[src/rtl/mvu_apb_bridge.sv]
// mvu_apb_bridge: core valid/ready memory port to APB master bridge with address window and pready timeout
module mvu_apb_bridge #(
    parameter logic [31:0] BASE_ADDR = 32'h4000_0000,
    parameter logic [31:0] ADDR_MASK = 32'h0000_FFFF,
    parameter int          TIMEOUT   = 16
) (
    input  logic        clk,
    input  logic        rst_n,
    input  logic        mem_valid,
    input  logic [31:0] mem_addr,
    input  logic [31:0] mem_wdata,
    input  logic [3:0]  mem_wstrb,
    output logic        mem_ready,
    output logic [31:0] mem_rdata,
    output logic [31:0] paddr,
    output logic        psel,
    output logic        penable,
    output logic        pwrite,
    output logic [31:0] pwdata,
    output logic [3:0]  pstrb,
    output logic [2:0]  pprot,
    input  logic [31:0] prdata,
    input  logic        pready,
    input  logic        pslverr,
    input  logic        err_clr,
    output logic        err_slv,
    output logic        err_timeout
);
    typedef enum logic [1:0] {IDLE, SETUP, ACCESS, DONE} state_t;
    state_t     state;
    logic [7:0] cnt;
    logic       hit, slv_set, to_set;
    assign hit     = mem_valid && ((mem_addr & ~ADDR_MASK) == BASE_ADDR);
    assign slv_set = (state == ACCESS) && pready && pslverr;
    assign to_set  = (state == ACCESS) && !pready && (cnt == 8'(TIMEOUT - 1));
    assign pprot   = 3'b000;
    // transfer sequencer with registered APB/core outputs; sticky error flags where a set beats a clear
    always_ff @(posedge clk or negedge rst_n) begin
        if (!rst_n) begin
            state       <= IDLE;
            cnt         <= 8'd0;
            psel        <= 1'b0;
            penable     <= 1'b0;
            pwrite      <= 1'b0;
            paddr       <= 32'd0;
            pwdata      <= 32'd0;
            pstrb       <= 4'd0;
            mem_ready   <= 1'b0;
            mem_rdata   <= 32'd0;
            err_slv     <= 1'b0;
            err_timeout <= 1'b0;
        end else begin
            err_slv     <= slv_set | (err_slv & ~err_clr);
            err_timeout <= to_set | (err_timeout & ~err_clr);
            case (state)
                IDLE: if (hit) begin
                    state  <= SETUP;
                    psel   <= 1'b1;
                    paddr  <= mem_addr & ADDR_MASK;
                    pwrite <= |mem_wstrb;
                    pwdata <= mem_wdata;
                    pstrb  <= mem_wstrb;
                end
                SETUP: begin
                    state   <= ACCESS;
                    penable <= 1'b1;
                    cnt     <= 8'd0;
                end
                ACCESS: begin
                    if (pready || to_set) begin
                        state     <= DONE;
                        psel      <= 1'b0;
                        penable   <= 1'b0;
                        mem_ready <= 1'b1;
                        mem_rdata <= pready ? prdata : 32'hDEAD_BEEF;
                    end else begin
                        cnt <= cnt + 8'd1;
                    end
                end
                DONE: begin
                    state     <= IDLE;
                    mem_ready <= 1'b0;
                end
            endcase
        end
    end
endmodule

[config.mk]
export PLATFORM = sky130hd
export DESIGN_NAME = mvu_apb_bridge
export DESIGN_NICKNAME = d
export VERILOG_FILES = /design/src/rtl/mvu_apb_bridge.sv
export SDC_FILE = /design/constraint.sdc
export NUM_CORES = 1
export LEC_CHECK = 0
export CORE_AREA = 3 3 153 81
export CTS_CLUSTER_DIAMETER = 80
export CTS_CLUSTER_SIZE = 10
export DETAILED_ROUTE_END_ITERATION = 7
export DIE_AREA = 0 0 156 84
export PLACE_DENSITY = 0.75
export SYNTH_ARGS = -nofsm -noshare
export SYNTH_HDL_FRONTEND = slang
export SYNTH_SLANG_ARGS = --single-unit
[constraint.sdc]
create_clock -name clk -period 1.99 [get_ports clk]
set_input_delay 0.398 -clock clk [delete_from_list [all_inputs] [get_ports clk]]
set_output_delay 0.398 -clock clk [all_outputs]
set_load 0.01 [all_outputs]
==> out/summary.md, run 1 <==
The tools report the initial cell density of the core as 40.9%. Synthesis instantiated 48 different standard cells from the library. For the number of warnings printed during yosys synthesis, the log shows 0. Of all nets on the critical path, the largest fanout is 43. The share of flip-flops with an asynchronous set or reset after synthesis was 100%.

Count of routing violations after the opening detailed-route iteration: 136. The number of buffers created by CTS came out at 9. The synthesized design contains 100 register bits.

After layout, the minimum clock period comes to 1930 ps. The min-delay analysis places its worst path in the category input port to async pin. For the max-capacitance violation count, the log shows 0. Prior to clock tree synthesis, the placed netlist has a worst setup slack of -359 ps.

The die covers 13,100 um2. The die span in y came out at 84 um. Port buffering added 195 buffers. Leaving out fill and tap cells, the most frequent cell in the layout is clkdlybuf4s50_1. Wires add up to 11.7 mm. The remaining global-route overflow came out at 0. In the layout the commonest cells are clkdlybuf4s50_1 (194), dfrtp_1 (100), mux2_4 (50). The detail route stage leaves a number of antenna-violating nets equal to 0. The start point of the critical path was mem_addr[28]. The combinational share of power is 9.2%, and the mean area per synthesized cell is 13.6 um2.

The transition time at the pin with the least slew margin was 636 ps; the fraction of layout cells with a size suffix above 1 was 19.2%. The first TritonRoute pass finished after 4 iterations. The maximum root-to-sink buffer count was 2. Following the worst setup path forward leads to its endpoint at pwdata[6].

In this run the power spent charging and discharging nets is 0.000962 W. For this run, the number of standard cells in the final layout without fillers is 698. The total number of H-tree levels is 3, and the setup fix buffers added after clock tree synthesis is 0.

In the final routed layout, each cell accounts on average for 16.7 um. Setup repair after global routing left no endpoint under its margin. The post-synthesis cell count was 330; the area of the core was 11,000 um2. The congestion estimate from routability-driven global placement came to 0.784.

STA classifies the critical path endpoint as a flop. The startpoint of the worst-slack reg-to-reg timing path is cnt[1]. For the endpoint arrival time on the critical path, the log shows 2150 ps.

The final layout contains 660 nets. The worst pin sits at a relative slew slack of 57.5%. Setup slack on the worst reg-to-reg path comes out at 180 ps.

For the final hold violation count, the log shows 0. After detailed routing, the number of vias per cell comes to 4.77. The number of antenna diodes in the final layout is 0.

The first global-routing pass estimated 18.8 mm of wire. The fraction of power consumed by the clock network is 43.9%, and the switching portion of total power is 21.9%. TritonCTS built the clock tree.

The share of the Yosys chip area taken by registers is 55.7%. Cell internal power was estimated by the tool at 0.00343 W. The tightest hold path in the finished design has a slack of 3.05 ps.

The cell sitting at the root of the clock tree is a clkbuf_16. The standby leakage power is 3.30 nW, and the layout overhead on the synthesized area is 57.0%. Global routing used 18.1% of the available tracks. The depth of the worst register-to-register path is 6. The type of origin of the critical path is an input port.

The clock sink count is 100, and the fmax is 517 MHz. The top flip-flop cell by instance count after synthesis is dfrtp_1. Of the available clock period, the critical path in the final layout requires 97.1%. The number of cells in the design after placement came out at 682. The type of the worst setup path is input port to flop.

The later pin in the worst-skew pair is clocked with a latency of 340 ps. For this run, design rule violations remaining after detail routing come to 0. The end of the worst register-to-register path was state[1]. The tools report the cell area after technology mapping as 4490 um2. After clock tree synthesis, the clock-pin slew on the worst setup and hold paths is 70 ps.

For the number of pins exceeding their max-slew limit in the final report, the log shows 0. For this run, the share of the core covered by cells in the final layout is 64.2%. The flow ran to the end, and the final reports show no timing, DRC or antenna violations.

The initial antenna violation count was 0; the worst ir drop on vdd was 0.000512 V. The tools report the half-perimeter wire length of the detailed placement result as 8.74 mm. The die boundary width came out at 156 um. The part of the total power dissipated in sequential elements was 46.9%; the worst setup skew after layout was 11.2 ps. Entering global routing, the biggest net connects 44 pins. Detailed routing inserted a total of 3,328 vias. Setup violation total in the final timing report: 0. The boundary pin count is 215. Counting flops with a built-in enable in the synthesized netlist gives 0. For the final setup slack of the worst path, the log shows 57.6 ps.

Number of cell rows: 27. The run gives 3,512 as the number of global-route vias before repair. Dividing total power by cell area gives a power density of 623 nW/um2.

The required time of the worst setup path was 2210 ps.
-- worst min path at each step --
stage	end	slack (ps)	cells past startpoint
floorplan	cnt[0]	100	0
global placement	mem_rdata[2]	390	1
detailed placement	mem_rdata[2]	390	1
CTS	mem_rdata[2]	20	1
global route	mem_rdata[2]	30	1
finish	mem_rdata[2]	3	1
-- cell type report --
type | instances | area (um2)
Fill cell | 856 | 3930
Clock inverter | 7 | 105
Clock buffer | 9 | 225
Inverter | 24 | 90.1
Multi-Input combinational cell | 191 | 1760
Timing Repair Buffer | 222 | 2190
Tap cell | 145 | 181
Sequential cell | 100 | 2500
-- logic make-up after synthesis --
kind of cell / synth area share [%]
flip-flops: 55.7
multiplexers: 18.6
other: 0.0835
AND/OR/NAND/NOR: 6.13
adder cells (fa/ha/maj): 1.67
buffers and inverters: 7.22
AO/OA/AOI/OAI: 10.6
-- registers in the layout (all words and copies together) (netlist names) --
register / count
err_timeout: 1
state: 2
pwdata: 32
psel: 1
cnt: 8
penable: 1
pstrb: 4
err_slv: 1
mem_rdata: 32
paddr: 16
pwrite: 1
mem_ready: 1
-- per-layer routing --
| metal | wire [um] | up-vias | track usage (%) | share of wire (%) |
|---|---|---|---|---|
| li1 | - | 1581 | - | - |
| met1 | 4870 | 1625 | 22.3 | 42 |
| met2 | 6000 | 101 | 31.2 | 51 |
| met3 | 499 | 21 | 4.09 | 4.3 |
| met4 | 286 | 0 | 6.65 | 2.5 |
| met5 | 0 | - | 0 | 0 |
-- synth_stat cells, drive strengths merged, types with 2 or more instances --
master    n  area share (%)
a21oi    15             1.8
a22o      8             1.6
a31oi     9             1.3
a41oi     2            0.39
and4      2            0.39
buf      25             4.5
clkbuf    8            0.67
dfrtp   100              56
ha        6             1.7
inv      23             1.9
mux2     54              18
mux2i     4            0.89
nand2     8            0.67
nand2b    2            0.28
nand3     5            0.84
nand4     2            0.28
nor2      4            0.33
nor2b     4            0.56
nor3      4            0.56
nor4      4            0.84
o21ai     2            0.22
o221ai    2            0.39
o22a     15             2.9
o22ai     5            0.70
-- power groups by stage --
stage | combinational [W] | sequential (W) | clock (W)
finish | 0.000404 | 0.00206 | 0.00193
global route | 0.000442 | 0.00206 | 0.00207
CTS | 0.000407 | 0.00206 | 0.00198
detailed placement | 0.000402 | 0.00210 | 0
global placement | 0.000398 | 0.00210 | 0
floorplan | 0.0000948 | 0.00211 | 0
-- metrics by stage --
step	instance area, um2	setup TNS (ps)	power [W]
6_report	7050	0	0.00439
4_1_cts	7040	0	0.00445
3_3_place_gp	6700	-20200	0.00250
2_1_floorplan	4560	0	0.00220
3_5_place_dp	6700	-20670	0.00250
5_1_grt	7050	0	0.00458
-- critical path: stages --
cell             delay [ps]
clkdlybuf4s50_1         440
nor4_4                  350
and4_4                  290
nand3_4                  80
buf_12                  230
mux2_4                  330
-- repair_timing --
item                       CTS  global route
setup endpoints to repair   34            43
resized for setup            2             4
hold buffers                 0             0
pin swaps                    0             1
No activity file was read; power rests on OpenSTA's default activity.
==> run 2: changes to the inputs <==
ABC_AREA = 1   (was default)
CORE_AREA = 3 3 154 81   (was 3 3 153 81)
DIE_AREA = 0 0 157 84   (was 0 0 156 84)
GPL_TIMING_DRIVEN = 0   (was default)
==> out/summary.md, run 2 <==
The run finished with clean final reports. Among all flip-flop cells after synthesis, the most frequent one is dfrtp_1. The run gives 0 as the initial antenna violation count. The standby leakage power was 3.35 nW; the number of buffers inserted for hold repair after clock tree synthesis was 0. Once the clock tree was built, the setup fixing pass inserted 0 buffers.

Setup repair after global routing left no endpoint under its margin. Net switching is 29.8% of the power. Summed over all instances, the cell type with the most area after synthesis is dfrtp_1. The tools report the worst ir drop on vdd as 0.000500 V. The average instance in the mapped netlist occupies 9.76 um2.

After clock tree synthesis, the clock-pin slew on the worst setup and hold paths is 60 ps. For the clock sink count, the log shows 100. The analysis attributes to net switching a power of 0.00200 W.

For the reg-to-reg setup timing slack, the log shows 200 ps. Synthesis inferred 100 register bits. The floorplan step set the die height to 84 um. Data arrives at the worst endpoint at 1990 ps.

Clock skew on the completed layout was measured at 7.43 ps. Among cell families on the critical path, the largest total delay comes from buffers and inverters. Per report_power, the clock group accounts for 26.0% of the total. Ranked by total cell area, the synthesized netlist is headed by dfrtp_1 (54%), nand2_1 (7.8%), o21ai_2 (5.7%), inv_1 (5.5%), o21ai_1 (3.6%). Count of cell types in the netlist: 38. The setup violation total in the final timing report came out at 0. Traced cell by cell, the critical path runs through inv_1, ha_1, buf_6, nand2_4, inv_2, nor2_8, nand2_2, buf_6, nand2_1, o31ai_1.

STA puts the critical path data required time at 2190 ps. The most repeated cell in the gate-level netlist after synthesis was dfrtp_1. The post-layout total power came out at 0.00669 W.

The tools report the final hold violation count as 0. Across the whole layout, storage elements account for 2500 um2. The largest single stage delay on the critical path is 390 ps.

For this configuration, the core starts out at a cell density of 41.6%. The largest registers in the layout are mem_rdata x32, pwdata x32, paddr x16. The initialized floorplan defines 27 standard-cell rows.

The wire length per cell is 14.5 um. The post-layout instance area was 7110 um2. The number of buffers created by CTS is 9. Setup total negative slack: 0 ps. The tools report the number of DRC violations after detailed routing as 0. In this run the cell area measured after placement is 6820 um2. The maximum number of pins on one net before global-route repair came out at 53. The tools report the category of the worst setup path capture point as a flop. For this run, the number of Yosys warnings is 0.

In this run the number of H-tree levels came out at 3. The total overflow left after global routing is 0. The worst path uses 89.7% of the clock period. In this run, post-CTS repair resized a total of 0 instances. At the later pin of the worst-skew pair, clock insertion delay measures 340 ps.

In the layout the commonest cells are clkdlybuf4s50_1 (194), dfrtp_1 (100), nand2_1 (96). The first global-routing pass estimated 20.1 mm of wire. The clock period could shrink to 1790 ps. The half-perimeter wire length of the detailed placement result is 9.37 mm, and the final setup slack of the worst path is 205 ps.

Before CTS, the worst setup slack after placement is 12.0 ps. The total routed wirelength came out at 12.2 mm. The total via count after detailed routing came out at 3,851. STA classifies the critical path startpoint as a flop. The cell sitting at the root of the clock tree is a clkbuf_16. The tool flagged a number of max-cap violations equal to 0. TritonCTS built the clock tree.

In this run the biggest area consumer among cell types represents 54.4% of the synthesized area. Sorting the synthesized cells by how often they occur yields dfrtp_1 (100), nand2_1 (96), inv_1 (67). The library cell used most frequently in the layout, excluding fill and tap cells, is clkdlybuf4s50_1.

Measured against its own limit, the worst slew margin works out to 54.1%. Once detail routing completed, the nets flagged for antenna violations numbered 0. The share of total power dissipated in sequential elements is 39.5%. Of all flip-flops after synthesis, the portion carrying an async set or reset was 100%. After the first detailed-routing iteration, the DRC count stood at 167. Of all nets on the critical path, the largest fanout is 10. Combinational share of power: 34.4%.

In this run the power density over the cells is 941 nW/um2. For the pin with the worst max-slew slack, the measured transition is 689 ps. The die covers 13,200 um2. The number of buffers and inverters on the critical path was 4. Die boundary width: 157 um. The number of enable-type register cells in the synthesized netlist was 0; the number of diodes added for antenna fixing was 0. Cell internal power was estimated by the tool at 0.00469 W.

Across every metal layer, demand over resource in global routing totals 19.0%. The logs give 0.791 for the global placer's final weighted congestion and 923 for the number of fill cells in the layout. After technology mapping, the gate count stands at 471. The maximum root-to-sink buffer count came out at 2.

In this run the count of I/O pins placed on the die edge is 215. The area of the multi-input gates is 1580 um2, and the fraction of layout cells with a size suffix above 1 is 14.9%. The fmax was 560 MHz. The net count of the finished layout is 808. Buffers placed on the I/O ports in this run total 195.

The cell area after technology mapping came out at 4600 um2. The critical path is of the flop to flop type. The tools report the number of global-route vias before repair as 3,970. In this run the worst hold path is classified as input port to async pin. For the total iterations of the first detailed-routing run, the log shows 5. Of the synthesized area, sequential elements account for 54.4%.

The layout overhead on the synthesized area is 54.8%, and the area of the core is 11,000 um2. Using the TritonRoute via totals, the vias-per-cell ratio works out to 4.56. In this design, the critical path's most frequently occurring cell is buf_6.

The slowest cell on the critical path is dfrtp_1. For the number of pins exceeding their max-slew limit in the final report, the log shows 0.
[run 2: cell families (layout without fill, tap and decap cells)]
logic type	Yosys count	in the layout	share of synthesized area [%]
and+or+nand+nor	155	155	15.2
buffers and inverters	107	318	12.6
DFF	100	100	54.4
AOI/OAI and AO/OA	99	99	15.5
adders and majority gates	6	6	1.63
xor gates and xnor gates	3	3	0.572
other	1	19	0.0816
[run 2: final timing paths]
path                           start             to  depth (start not counted)
setup / recovery            state[0]         cnt[3]                         10
hold / removal                 rst_n     pwdata[26]                          1
setup reg to reg            state[0]         cnt[3]                         10
hold reg to reg            pwdata[4]      pwdata[4]                          2
max in group asynchronous      rst_n  mem_rdata[24]                          2
min in group clk           pwdata[4]      pwdata[4]                          2
[run 2: area by class of cell]
type / count / share of cell area (%)
well taps: 145 / 2.55
inverters: 71 / 3.78
repair buffers: 196 / 27.8
flip-flops and latches: 100 / 35.2
multi-input cells: 282 / 22.3
clock inverters: 4 / 0.686
clock buffers: 11 / 3.41
plain buffers: 36 / 4.34
[run 2: per-stage QoR]
step	hold WS (ps)	utilization, %	instances
2_1_floorplan	102	-	489
3_3_place_gp	464	61.5	829
3_5_place_dp	467	61.8	830
4_1_cts	126	64.4	845
5_1_grt	151	64.4	845
6_report	107	64.4	845
[run 2: routing by layer]
| metal | track usage [%] | wire length, um | up-vias |
|---|---|---|---|
| met2 | 33.4 | 6450 | 101 |
| li1 | - | - | 1909 |
| met3 | 4.97 | 533 | 32 |
| met5 | 0 | 0 | - |
| met1 | 22.0 | 4830 | 1809 |
| met4 | 7.47 | 412 | 0 |
[run 2: power groups by stage]
stage | sequential [W] | clock, W | combinational, W
floorplan | 0.00283 | 0 | 0.000940
global placement | 0.00267 | 0 | 0.00227
detailed placement | 0.00267 | 0 | 0.00233
CTS | 0.00265 | 0.00178 | 0.00234
global route | 0.00271 | 0.00187 | 0.00249
finish | 0.00265 | 0.00174 | 0.00230
